File: src/rtl/mem_burst_arbiter.sv
// Two-requester memory burst arbiter/sequencer with registered memory port.
// Define ARB_FIXED_PRIO_EN for fixed priority (requester 0 wins); default is round-robin.
module mem_burst_arbiter #(
  parameter int ADDR_W = 19,
  parameter int LEN_W  = 19
) (
  input  logic              clk,
  input  logic              rst,
  input  logic [1:0]        req,
  input  logic [1:0]        req_we,
  input  logic [ADDR_W-1:0] base_addr0,
  input  logic [ADDR_W-1:0] base_addr1,
  input  logic [LEN_W-1:0]  len0,
  input  logic [LEN_W-1:0]  len1,
  input  logic              mem_ready,
  output logic [1:0]        gnt,
  output logic              busy,
  output logic [ADDR_W-1:0] mem_addr,
  output logic              mem_re,
  output logic              mem_we,
  output logic              beat,
  output logic [1:0]        done
);

  typedef enum logic [1:0] {S_IDLE, S_LOAD, S_BURST, S_DONE} state_t;

  state_t             state_q, state_d;
  logic [1:0]         gnt_q, gnt_d;
  logic               busy_q, busy_d;
  logic [ADDR_W-1:0]  mem_addr_q, mem_addr_d;
  logic               mem_re_q, mem_re_d;
  logic               mem_we_q, mem_we_d;
  logic [1:0]         done_q, done_d;
  logic               winner_q, winner_d;
  logic [ADDR_W-1:0]  base_q, base_d;
  logic [LEN_W-1:0]   len_q, len_d;
  logic               dir_q, dir_d;
  logic [LEN_W-1:0]   cnt_q, cnt_d;
  logic [LEN_W-1:0]   cnt_inc;
  logic [ADDR_W-1:0]  ld_base;
  logic [LEN_W-1:0]   ld_len;
  logic               pick;
`ifndef ARB_FIXED_PRIO_EN
  logic               last_q, last_d;
`endif

  always_comb begin
`ifdef ARB_FIXED_PRIO_EN
    pick = ~req[0];
`else
    // On a tie the requester not granted last time wins
    if (req == 2'b11) pick = ~last_q;
    else              pick = ~req[0];
`endif
  end

  always_comb begin
    state_d    = state_q;
    gnt_d      = gnt_q;
    busy_d     = busy_q;
    mem_addr_d = mem_addr_q;
    mem_re_d   = mem_re_q;
    mem_we_d   = mem_we_q;
    done_d     = '0;
    winner_d   = winner_q;
    base_d     = base_q;
    len_d      = len_q;
    dir_d      = dir_q;
    cnt_d      = cnt_q;
`ifndef ARB_FIXED_PRIO_EN
    last_d     = last_q;
`endif
    cnt_inc    = cnt_q + LEN_W'(1);
    ld_base    = winner_q ? base_addr1 : base_addr0;
    ld_len     = winner_q ? len1 : len0;

    case (state_q)
      S_IDLE: begin
        if (|req) begin
          winner_d = pick;
          gnt_d    = pick ? 2'b10 : 2'b01;
          busy_d   = 1'b1;
          state_d  = S_LOAD;
        end
      end
      S_LOAD: begin
        base_d = ld_base;
        len_d  = ld_len;
        dir_d  = req_we[winner_q];
        cnt_d  = '0;
        if (ld_len == '0) begin
          done_d  = winner_q ? 2'b10 : 2'b01;
          state_d = S_DONE;
        end else begin
          mem_addr_d = ld_base;
          mem_re_d   = ~req_we[winner_q];
          mem_we_d   = req_we[winner_q];
          state_d    = S_BURST;
        end
      end
      S_BURST: begin
        if (mem_ready) begin
          // Compare before increment so a full-scale length never overflows
          if (cnt_q == len_q - LEN_W'(1)) begin
            mem_re_d = 1'b0;
            mem_we_d = 1'b0;
            done_d   = winner_q ? 2'b10 : 2'b01;
            state_d  = S_DONE;
          end else begin
            cnt_d      = cnt_inc;
            mem_addr_d = base_q + ADDR_W'(cnt_inc);
          end
        end
      end
      S_DONE: begin
        gnt_d   = '0;
        busy_d  = 1'b0;
`ifndef ARB_FIXED_PRIO_EN
        last_d  = winner_q;
`endif
        state_d = S_IDLE;
      end
      default: state_d = S_IDLE;
    endcase
  end

  always_ff @(posedge clk or negedge rst) begin
    if (!rst) begin
      state_q    <= S_IDLE;
      gnt_q      <= '0;
      busy_q     <= 1'b0;
      mem_addr_q <= '0;
      mem_re_q   <= 1'b0;
      mem_we_q   <= 1'b0;
      done_q     <= '0;
      winner_q   <= 1'b0;
      base_q     <= '0;
      len_q      <= '0;
      dir_q      <= 1'b0;
      cnt_q      <= '0;
`ifndef ARB_FIXED_PRIO_EN
      last_q     <= 1'b1;
`endif
    end else begin
      state_q    <= state_d;
      gnt_q      <= gnt_d;
      busy_q     <= busy_d;
      mem_addr_q <= mem_addr_d;
      mem_re_q   <= mem_re_d;
      mem_we_q   <= mem_we_d;
      done_q     <= done_d;
      winner_q   <= winner_d;
      base_q     <= base_d;
      len_q      <= len_d;
      dir_q      <= dir_d;
      cnt_q      <= cnt_d;
`ifndef ARB_FIXED_PRIO_EN
      last_q     <= last_d;
`endif
    end
  end

  assign gnt      = gnt_q;
  assign busy     = busy_q;
  assign mem_addr = mem_addr_q;
  assign mem_re   = mem_re_q;
  assign mem_we   = mem_we_q;
  assign done     = done_q;
  assign beat     = (mem_re_q | mem_we_q) & mem_ready;

  // dir_q is kept for completeness of the latched burst descriptor
  logic unused_dir;
  assign unused_dir = dir_q;

endmodule

File: config.mk
export PLATFORM = sky130hd
export DESIGN_NAME = mem_burst_arbiter
export DESIGN_NICKNAME = d
export VERILOG_FILES = /design/src/rtl/mem_burst_arbiter.sv
export SDC_FILE = /design/constraint.sdc
export NUM_CORES = 1
export LEC_CHECK = 0
export ABC_CLOCK_PERIOD_IN_PS = 4640
export CORE_ASPECT_RATIO = 0.8
export CORE_UTILIZATION = 27
export DETAILED_ROUTE_END_ITERATION = 10
export PLACE_DENSITY_LB_ADDON = 0.08
export SLEW_MARGIN = 40
export SYNTH_ARGS = -nofsm -noshare
export SYNTH_HDL_FRONTEND = slang
export SYNTH_SLANG_ARGS = --single-unit
File: constraint.sdc
create_clock -name clk -period 4.64 [get_ports clk]
set_input_delay 1.16 -clock clk [delete_from_list [all_inputs] [get_ports clk]]
set_output_delay 1.16 -clock clk [all_outputs]
set_load 0.01 [all_outputs]
==> summary.txt <==
Global routing
  – Largest net degree at the start of global routing: 41
  – Vias in the first global route: 5,134
  – First-pass GRT wire length: 27,120 µm
  – Initial antenna violation count: 0
  – Gr usage total: 15.23%
  – GRT overflow: 0

Yosys
  – Most numerous cell in the Yosys netlist: dfrtp_1
  – EDFF count, synth: 0
  – Synth Warn #: 0
  – Net Count, Synth: 747
  – Post-synth top flop: dfrtp_1
  – Area leader, netlist: dfrtp_1
  – Sequential-to-total area share from yosys stat: 36.33%
  – Async SR Flop Fraction: 100.0%
  – Post-synth top area share: 35.89%
  – Yosys reg bits: 87
  – Yosys cell types: 67
  – Syn Area/Cell: 9.398 µm²
  – Post-Syn Area: 5996 µm²
  – Cells after Synth: 638
  – Top cells by area, synth: dfrtp_1, mux2i_1, ha_1
  – Synth cell count leaders: dfrtp_1, nor2_1, a21oi_1, mux2i_1, xnor2_1

STA
  – Setup_tns: 0 ns
  – RSZ-0062 raised after global routing: no
  – Slew @ Worst Pin: 0.7122 ns
  – Final setup fails: 0
  – FMAX: 0.2579 GHz
  – Final worst slack: 0.7630 ns
  – Tcrit/Tclk final: 83.56%
  – Final Skew: 0.008829 ns
  – Slew Limit Fails: 0
  – Relative slew slack: 52.52%
  – Final hold vios: 0
  – Final min period: 3.877 ns

Clock tree
  – H-tree levels: 3
  – # clock sinks: 87
  – Post-CTS setup buffer count: 0
  – CTS root buffer: clkbuf_16
  – Clk_lat worst skew: 0.35 ns
  – Clock tree buffer depth: 2
  – CTS resizes: 0
  – TritonCTS clock tree: done
  – Hold_buf cts: 0
  – CTS buffer count: 9
  – Clock transition at the registers of the reported paths: 0.07 ns

Critical path
  – Critical path startpoint category: flip-flop
  – CP max FO: 19
  – CP Class: reg2reg
  – Endpoint class of the critical path: flip-flop
  – R2R cell count: 11
  – WP data arrival: 4.11 ns
  – Critical Path RT: 4.87 ns
  – Worst R2R Setup Slack: 0.76 ns
  – FF-to-FF Start: len_q[0]$_DFFE_PN0N_
  – Critical R2R Capture: mem_addr[8]$_DFFE_PN0P_

Die
  – Die area: 22,810 µm²
  – Cell row count: 48
  – Core area: 21,680 µm²
  – Die width: 168.6 µm
  – Starting Density: 27.65%
  – Height of the die: 135.3 µm
  – I/O pins: 110

Min path
  – Worst min-delay path category: reg2reg
  – Hold Path Depth: 1
  – Min-Delay Endpoint: mem_addr[18]$_DFFE_PN0P_
  – Hold path start: mem_addr[18]$_DFFE_PN0P_

Route
  – Routed wire length on met2: 7417 µm
  – Met3 wire length: 488 µm
  – Final WL: 16,620 µm
  – Wl on met1: 8565 µm
  – Max Used Layer: met4
  – Via Count: 5,102
  – DR WL/cell: 15.95 µm
  – Vias per cell: 4.896
  – Final ANT Viol Nets: 0
  – Drt initial violations: 318
  – Drt drc: 0
  – TritonRoute pass-1 iters: 4

Placement
  – Final GP Congestion: 0.8600
  – Hpwl dp: 12,860 µm
  – Placed cells: 1,026
  – DP Worst Slack: 0.7352 ns
  – PortBufs: 109

Status
  – Status: finished clean

Final layout
  – Share of layout cells above drive strength 1: 9.030%
  – Nets: 846
  – Final Non-Filler Cells: 1,042
  – Antenna Cells: 0
  – Area Overhead vs Synth: 29.26%
  – FILL cells: 2,232

Job
  – Max Cap Viol: 0

Power and ir drop
  – P per Cell Area: 297.9 nW/µm²
  – Leak Pwr: 2.999 nW
  – Highest ir drop seen on vdd: 0.1733 mV
-- cell usage in the layout, fill, tap and decap left out, types with 4 or more instances in the layout --
cell type	n
nand2_1	30
dfrtp_1	85
or3_1	7
a31oi_1	8
mux2_4	10
nor4_1	15
o21ai_0	21
mux2_2	11
o211ai_1	8
nand4_1	9
a21oi_1	60
mux2i_1	49
clkdlybuf4s50_1	108
nor2b_1	6
a22o_1	17
o31ai_1	4
nor2_1	61
or4_1	5
ha_1	24
and3_1	7
a211oi_1	4
nand3_1	21
a21o_1	4
or2_2	4
inv_1	15
clkbuf_16	9
xor2_1	23
buf_4	13
xnor2_1	32
nor3_1	10
-- worst max-delay path, stage by stage (launching register included) --
cell and delay (ns):
dfrtp_1 0.42, inv_1 0.08, ha_1 0.18, or4b_1 0.62, nor4_1 0.30, xnor2_1 0.17
nand4_1 0.15, or4b_1 0.68, o311ai_4 0.48, a21oi_4 0.08, buf_4 0.24, mux2_4 0.33
-- report_power, final --
| group | switching, mW | total (mW) | internal (mW) |
|---|---|---|---|
| Clock | 0.333 | 0.767 | 0.435 |
| Sequential | 0.0567 | 0.866 | 0.809 |
| Combinational | 0.305 | 0.675 | 0.370 |
| Total | 0.695 | 2.31 | 1.61 |
-- cell type report --
type,count,area [µm²],share of cell area [%]
Timing Repair Buffer,122,1199,15.47
Sequential cell,87,2180,28.12
Tap cell,300,375.4,4.843
Clock buffer,10,239.0,3.084
Clock inverter,6,67.56,0.8718
Multi-Input combinational cell,501,3630,46.84
Inverter,16,60.06,0.7749
-- worst max path at each step --
| stage | endpoint | start | slack (ns) |
|---|---|---|---|
| final | mem_addr[8]$_DFFE_PN0P_ | len_q[0]$_DFFE_PN0N_ | 0.76 |
| after CTS | mem_addr[12]$_DFFE_PN0P_ | len_q[0]$_DFFE_PN0N_ | 0.72 |
| after global routing | mem_addr[8]$_DFFE_PN0P_ | len_q[0]$_DFFE_PN0N_ | 0.51 |
| after global placement | mem_addr[2]$_DFFE_PN0P_ | len_q[0]$_DFFE_PN0N_ | 0.84 |
| after detailed placement | mem_addr[16]$_DFFE_PN0P_ | len_q[0]$_DFFE_PN0N_ | 0.74 |
| after floorplan | mem_addr[0]$_DFFE_PN0P_ | len_q[0]$_DFFE_PN0N_ | 1.12 |
-- kinds of logic after synthesis --
logic type	after synthesis	share of synthesized area [%]
mux	70	12.75
buf+inv	50	3.276
flops	87	36.33
fa+ha+maj	26	5.551
simple gates	195	16.72
xor+xnor	55	8.034
compound gates	155	17.34
-- state kept, by name (all words and copies together) (netlist names), 2 cells and up --
signal,flops
base_q,19
cnt_q,19
len_q,19
mem_addr,19
done,2
gnt,2
state_q,2
-- metal layers --
metal	GRT usage, %	vias up
met5	0	-
met4	4.192	0
met2	23.35	81
met3	2.951	9
met1	21.74	2466
li1	-	2546
-- metrics by stage --
stage                     util, %  power [mW]  hold WS [ns]  instance area [µm²]
after global placement      34.21       1.553        0.4997                 7417
after floorplan                 -       1.301        0.4955                 5996
after CTS                   35.72       2.345        0.5149                 7744
final                       35.75       2.309        0.5098                 7750
after detailed placement    34.30       1.563        0.4958                 7437
after global routing        35.75       2.453        0.5314                 7750
Note: power is estimated with default switching activity, not from simulation.
